[config.mk]
export PLATFORM = sky130hd
export DESIGN_NAME = word_guess_engine
export DESIGN_NICKNAME = d
export VERILOG_FILES = /design/src/rtl/word_guess_engine.sv
export SDC_FILE = /design/constraint.sdc
export NUM_CORES = 1
export LEC_CHECK = 0
export CAP_MARGIN = 10
export CORE_ASPECT_RATIO = 0.6
export CORE_MARGIN = 10
export CORE_UTILIZATION = 54
export DETAILED_ROUTE_END_ITERATION = 8
export PLACE_DENSITY = 0.92
export SLEW_MARGIN = 20
export SYNTH_ARGS = -nofsm -noshare
export SYNTH_HDL_FRONTEND = slang
export SYNTH_SLANG_ARGS = --single-unit
[constraint.sdc]
create_clock -name clk -period 7.9 [get_ports clk]
set_input_delay 1.58 -clock clk [delete_from_list [all_inputs] [get_ports clk]]
set_output_delay 1.58 -clock clk [all_outputs]
set_load 0.005 [all_outputs]
[src/rtl/word_guess_engine.sv]
// word_guess_engine
//   Word-guessing game controller. A free-running LFSR supplies the secret
//   word index; the word is latched from an external combinational ROM. Each
//   submitted character is compared against one position per cycle, so every
//   matching position is revealed. The controller counts wrong guesses, spots
//   repeated guesses, and flags win or lose.
//
// Ports
//   clk         system clock
//   reset       synchronous, active-high reset
//   next        advance/submit strobe (used in INIT, GUESS, WIN, LOSE)
//   guess_char  guessed character, sampled together with next in GUESS
//   word_data   ROM word, position i at [i*CHAR_W +: CHAR_W]
//   word_idx    ROM address of the current secret word
//   ready       high only while waiting for a guess
//   mask        bit i set once position i has been revealed
//   tries       wrong guesses so far (saturating)
//   hit         one-cycle pulse: the guess revealed at least one new position
//   miss        one-cycle pulse: the guess matched no position
//   win, lose   sticky result flags, cleared when a new game starts
//   state_o     current state encoding (debug)
module word_guess_engine #(
  parameter int                WORD_LEN  = 5,
  parameter int                CHAR_W    = 8,
  parameter int                MAX_TRIES = 7,
  parameter int                NUM_WORDS = 8,
  parameter int                LFSR_W    = 6,
  parameter logic [LFSR_W-1:0] LFSR_TAPS = 6'b100001,
  localparam int               IDX_W     = $clog2(NUM_WORDS),
  localparam int               TRY_W     = $clog2(MAX_TRIES + 1)
) (
  input  logic                       clk,
  input  logic                       reset,
  input  logic                       next,
  input  logic [CHAR_W-1:0]          guess_char,
  input  logic [WORD_LEN*CHAR_W-1:0] word_data,
  output logic [IDX_W-1:0]           word_idx,
  output logic                       ready,
  output logic [WORD_LEN-1:0]        mask,
  output logic [TRY_W-1:0]           tries,
  output logic                       hit,
  output logic                       miss,
  output logic                       win,
  output logic                       lose,
  output logic [2:0]                 state_o
);

  localparam int POS_W = $clog2(WORD_LEN);

  typedef enum logic [2:0] {
    S_INIT  = 3'd0,
    S_GEN   = 3'd1,
    S_LOAD  = 3'd2,
    S_GUESS = 3'd3,
    S_SCAN  = 3'd4,
    S_JUDGE = 3'd5,
    S_WIN   = 3'd6,
    S_LOSE  = 3'd7
  } state_t;

  state_t                     state_q, state_d;
  logic [LFSR_W-1:0]          lfsr_q, lfsr_d;
  logic [IDX_W-1:0]           idx_q, idx_d;
  logic [WORD_LEN-1:0]        mask_q, mask_d;
  logic [TRY_W-1:0]           tries_q, tries_d;
  logic [POS_W-1:0]           pos_q, pos_d;
  logic                       any_hit_q, any_hit_d;
  logic                       any_new_q, any_new_d;
  logic                       win_q, win_d;
  logic                       lose_q, lose_d;
  logic [WORD_LEN*CHAR_W-1:0] word_q, word_d;
  logic [CHAR_W-1:0]          guess_q, guess_d;

  // Wrong-guess counter never wraps past MAX_TRIES.
  function automatic logic [TRY_W-1:0] sat_inc(input logic [TRY_W-1:0] t);
    return (t == TRY_W'(MAX_TRIES)) ? t : t + 1'b1;
  endfunction

  always_comb begin
    state_d   = state_q;
    lfsr_d    = {lfsr_q[LFSR_W-2:0], ^(lfsr_q & LFSR_TAPS)};
    idx_d     = idx_q;
    mask_d    = mask_q;
    tries_d   = tries_q;
    pos_d     = pos_q;
    any_hit_d = any_hit_q;
    any_new_d = any_new_q;
    win_d     = win_q;
    lose_d    = lose_q;
    word_d    = word_q;
    guess_d   = guess_q;
    ready     = 1'b0;
    hit       = 1'b0;
    miss      = 1'b0;

    case (state_q)
      S_INIT: begin
        mask_d  = '0;
        tries_d = '0;
        win_d   = 1'b0;
        lose_d  = 1'b0;
        if (next) state_d = S_GEN;
      end
      S_GEN: begin
        idx_d   = lfsr_q[IDX_W-1:0];
        state_d = S_LOAD;
      end
      S_LOAD: begin
        word_d  = word_data;
        state_d = S_GUESS;
      end
      S_GUESS: begin
        ready = 1'b1;
        if (next) begin
          guess_d   = guess_char;
          pos_d     = '0;
          any_hit_d = 1'b0;
          any_new_d = 1'b0;
          state_d   = S_SCAN;
        end
      end
      S_SCAN: begin
        // Constant-indexed loop picks the current position without a
        // variable-width part-select.
        for (int i = 0; i < WORD_LEN; i++) begin
          if (pos_q == POS_W'(i) && word_q[i*CHAR_W +: CHAR_W] == guess_q) begin
            any_hit_d = 1'b1;
            if (!mask_q[i]) begin
              mask_d[i] = 1'b1;
              any_new_d = 1'b1;
            end
          end
        end
        if (pos_q == POS_W'(WORD_LEN - 1)) state_d = S_JUDGE;
        else                               pos_d   = pos_q + 1'b1;
      end
      S_JUDGE: begin
        if (any_new_q) begin
          hit = 1'b1;
          // mask_q already holds the last position written during SCAN.
          if (&mask_q) begin
            win_d   = 1'b1;
            state_d = S_WIN;
          end else begin
            state_d = S_GUESS;
          end
        end else if (any_hit_q) begin
          // Character already fully revealed: no penalty.
          state_d = S_GUESS;
        end else begin
          miss    = 1'b1;
          tries_d = sat_inc(tries_q);
          if (tries_q == TRY_W'(MAX_TRIES - 1)) begin
            lose_d  = 1'b1;
            state_d = S_LOSE;
          end else begin
            state_d = S_GUESS;
          end
        end
      end
      S_WIN, S_LOSE: begin
        if (next) state_d = S_INIT;
      end
      default: state_d = S_INIT;
    endcase
  end

  always_ff @(posedge clk) begin
    if (reset) begin
      state_q   <= S_INIT;
      lfsr_q    <= LFSR_W'(1);
      idx_q     <= '0;
      mask_q    <= '0;
      tries_q   <= '0;
      pos_q     <= '0;
      any_hit_q <= 1'b0;
      any_new_q <= 1'b0;
      win_q     <= 1'b0;
      lose_q    <= 1'b0;
    end else begin
      state_q   <= state_d;
      lfsr_q    <= lfsr_d;
      idx_q     <= idx_d;
      mask_q    <= mask_d;
      tries_q   <= tries_d;
      pos_q     <= pos_d;
      any_hit_q <= any_hit_d;
      any_new_q <= any_new_d;
      win_q     <= win_d;
      lose_q    <= lose_d;
    end
  end

  // Word and guess holding registers are only read after being loaded.
  always_ff @(posedge clk) begin
    word_q  <= word_d;
    guess_q <= guess_d;
  end

  assign word_idx = idx_q;
  assign mask     = mask_q;
  assign tries    = tries_q;
  assign win      = win_q;
  assign lose     = lose_q;
  assign state_o  = state_q;

endmodule

==> results.md <==
* GRT Total Usage at 0.1590
* Fin crit period at around 3700 ps
* CTS resizes at 0
* Detail Placement HPWL at about 5600 um
* Synthesized instance count at 275
* Vias per std cell at 5.362
* Dpl cell area at 4000 um^2
* Port bufs at ~70
* Core ar. at 5728 um^2
* TNS Setup at 0 ps
* Via count at 2279
* Drt total wl at 7490 um
* Post-route DRC violation count at 0
* Signal arrival time at the worst endpoint at 2090 ps
* Post-synthesis async set-or-reset flop share at 0
* Routed Antenna Nets at 0
* Synth Area in Compound Gates at 0.08089
* Total gr overflow at 0
* CTS Buf Count at 9
* Max Fanout on Critical Path at 20
* Crit path kind: register to primary output
* Drt pass-1 iters at 4
* Hold Crit Class: register to register
* Max Slew Vio Count at 0
* Hold buffers post-CTS at 0
* Slew margin rel. at 0.4878
* Die width at 120.6 um
* Fmax at 0.2727 GHz
* Largest family of logic cells by synthesized area: simple AND/OR/NAND/NOR gates
* Adder-Cell Fraction of Synth Area at 0.03052
* CP Data Required Time at 6320 ps
* Root Driver: clkbuf_8
* GPL Wtd Cong at 0.9173
* Final setup vio count at 0
* Status: finished clean
* Cell with the most instances after synthesis: edfxtp_1
* Top cells by area, synth: edfxtp_1 44%, dfxtp_1 16%, xnor2_1 7.7%
* Initial cell density of the core at 0.5725
* Post-CTS setup buffers at 0
* Hold Fails Final Rpt at 0
* Layout cell share with drive strength beyond 1 at 0.07536
* # clock sinks at 75
* Area Overhead vs Synth at 28.35%
* Worst Setup Start Kind: register
* Top cell type's share of synthesized area at 0.4395
* Clock Skews at 10.72 ps
* Dominant cell type by area after synthesis: edfxtp_1
* # IOs at 70
* DRT iter0 DRCs at 174
* Ys Warns at 0
* Mux share of post-synthesis cell area at 0.006486
* CTS tree: done
* Maximum VDD drop at 0.1375 mV
* Worst skew pair latency at 350 ps
* CP endpoint kind: primary output
* Post-synthesis sequential area ratio at 0.6043
* Clk buf depth at 2
* Max Cap Viol at 0
* Ant diodes at 0
* Post-synthesis simple-gate area fraction at 0.1282
* Synth top cells by count: 48 x edfxtp_1, 29 x xnor2_1, 27 x dfxtp_1
* DR WL/cell at 17.62 um
* Post-synthesis xor/xnor area fraction at 0.1095
* Ys flop type: edfxtp_1
* Post-Syn Area at roughly 3300 um^2
* EDFF count, synth at 48
* Nets@finish at 399
* Die Height at roughly 80 um
* Row count at 21
* Mean Syn Cell Area at 11.93 um^2
* Period utilization at 0.4641
* Initial antenna violation count at 0
* H-tree levels at 3
* Vias in the first global route at 2337
* Cell area after layout at 4209 um^2
* Unrepaired setup endpoints after global routing: no
* Pleak at 0.001419 uW
* Worst-margin pin slew at 765.9 ps
* Pwr per Cell Area at between 200 and 250 nW/um^2
* Clock transition at path regs at 70 ps
* Die footprint at 9692 um^2
* Global-route wire length before repair at between 10000 and 15000 um
* Largest net degree at the start of global routing at 41
* Synthesized Nets at roughly 330
* Yosys reg bits at 75
* Netlist cell types at 43
[worst max-delay path: stages, from the launching register on]
cell	delay, ps
dfxtp_1	720
or3b_1	420
nor2_1	90
clkdlybuf4s50_1	510
[where the power goes]
part	leakage (uW)	total, uW	switching [uW]	internal, uW
clock network	0.000106	296	139	157
logic	0.000654	98.2	46.9	51.3
registers	0.000659	464	18.5	446
[cell usage in the layout (no fill, tap or decap), drive strengths merged]
| master | instances |
|---|---|
| a211o | 1 |
| a211oi | 1 |
| a21o | 1 |
| a21oi | 16 |
| a22o | 2 |
| a22oi | 4 |
| a311o | 1 |
| a31oi | 1 |
| and3b | 1 |
| buf | 1 |
| clkbuf | 13 |
| clkdlybuf4s50 | 69 |
| clkinv | 1 |
| clkinvlp | 1 |
| dfxtp | 27 |
| edfxtp | 48 |
| ha | 8 |
| inv | 14 |
| mux2 | 1 |
| mux2i | 1 |
| nand2 | 17 |
| nand2b | 5 |
| nand3 | 7 |
| nand4 | 6 |
| nor2 | 18 |
| nor2b | 8 |
| nor3 | 5 |
| nor4 | 5 |
| o211ai | 1 |
| o21a | 1 |
| o21ai | 12 |
| o21ba | 1 |
| o31a | 1 |
| or2 | 1 |
| or3 | 2 |
| or3b | 1 |
| or4b | 1 |
| xnor2 | 29 |
| xor2 | 12 |
[kinds of logic after synthesis]
logic type      count (synthesis)
compound gates                 43
xor+xnor                       41
fa+ha+maj                       8
buf+inv                        29
flops                          75
mux                             2
simple gates                   77
[path summary, 6_finish.rpt]
| path | start | to | slack, ps | cells past startpoint |
|---|---|---|---|---|
| min reg2reg | lfsr_q[4] | lfsr_q[5] | 460 | 1 |
| min | lfsr_q[4] | lfsr_q[5] | 460 | 1 |
| max reg2reg | state_o[2] | state_o[2] | 6020 | 5 |
| max | state_o[2] | miss | 4230 | 3 |
[stage by stage]
step / setup WS [ps] / total power [uW] / hold WS, ps / util / instances
finish: 4234 / 858.1 / 461.7 / 0.7348 / 425
global route: 4080 / 892.0 / 478.2 / 0.7348 / 425
CTS: 4236 / 865.1 / 462.7 / 0.7348 / 425
detailed placement: 4619 / 569.6 / 442.1 / 0.6983 / 409
global placement: 4660 / 565.0 / 432.2 / 0.6983 / 409
floorplan: 3966 / 523.1 / 413.8 / - / 275
[final cells by class]
type / count / area [um^2]
clock buffers: 13 / 183.9
clock inverters: 3 / 25.02
fillers: 396 / 1519
inverters: 13 / 48.80
multi-input cells: 171 / 1171
flip-flops and latches: 75 / 1982
well taps: 80 / 100.1
repair buffers: 70 / 698.2
[state kept, by name, indices dropped and copies added, names as in the netlist, 3 cells and up]
register / cells
word_q: 40
state_o: 3
mask: 5
guess_q: 8
lfsr_q: 6
pos_q: 3
tries: 3
word_idx: 3
[layer usage]
metal | share of wire | track usage | vias up
met4 | 0.019 | 0.05396 | 0
met3 | 0.097 | 0.07123 | 23
li1 | - | - | 1089
met1 | 0.43 | 0.1927 | 1062
met2 | 0.46 | 0.2481 | 105
met5 | 0 | 0 | -
Power figures use the tool's default switching activity.
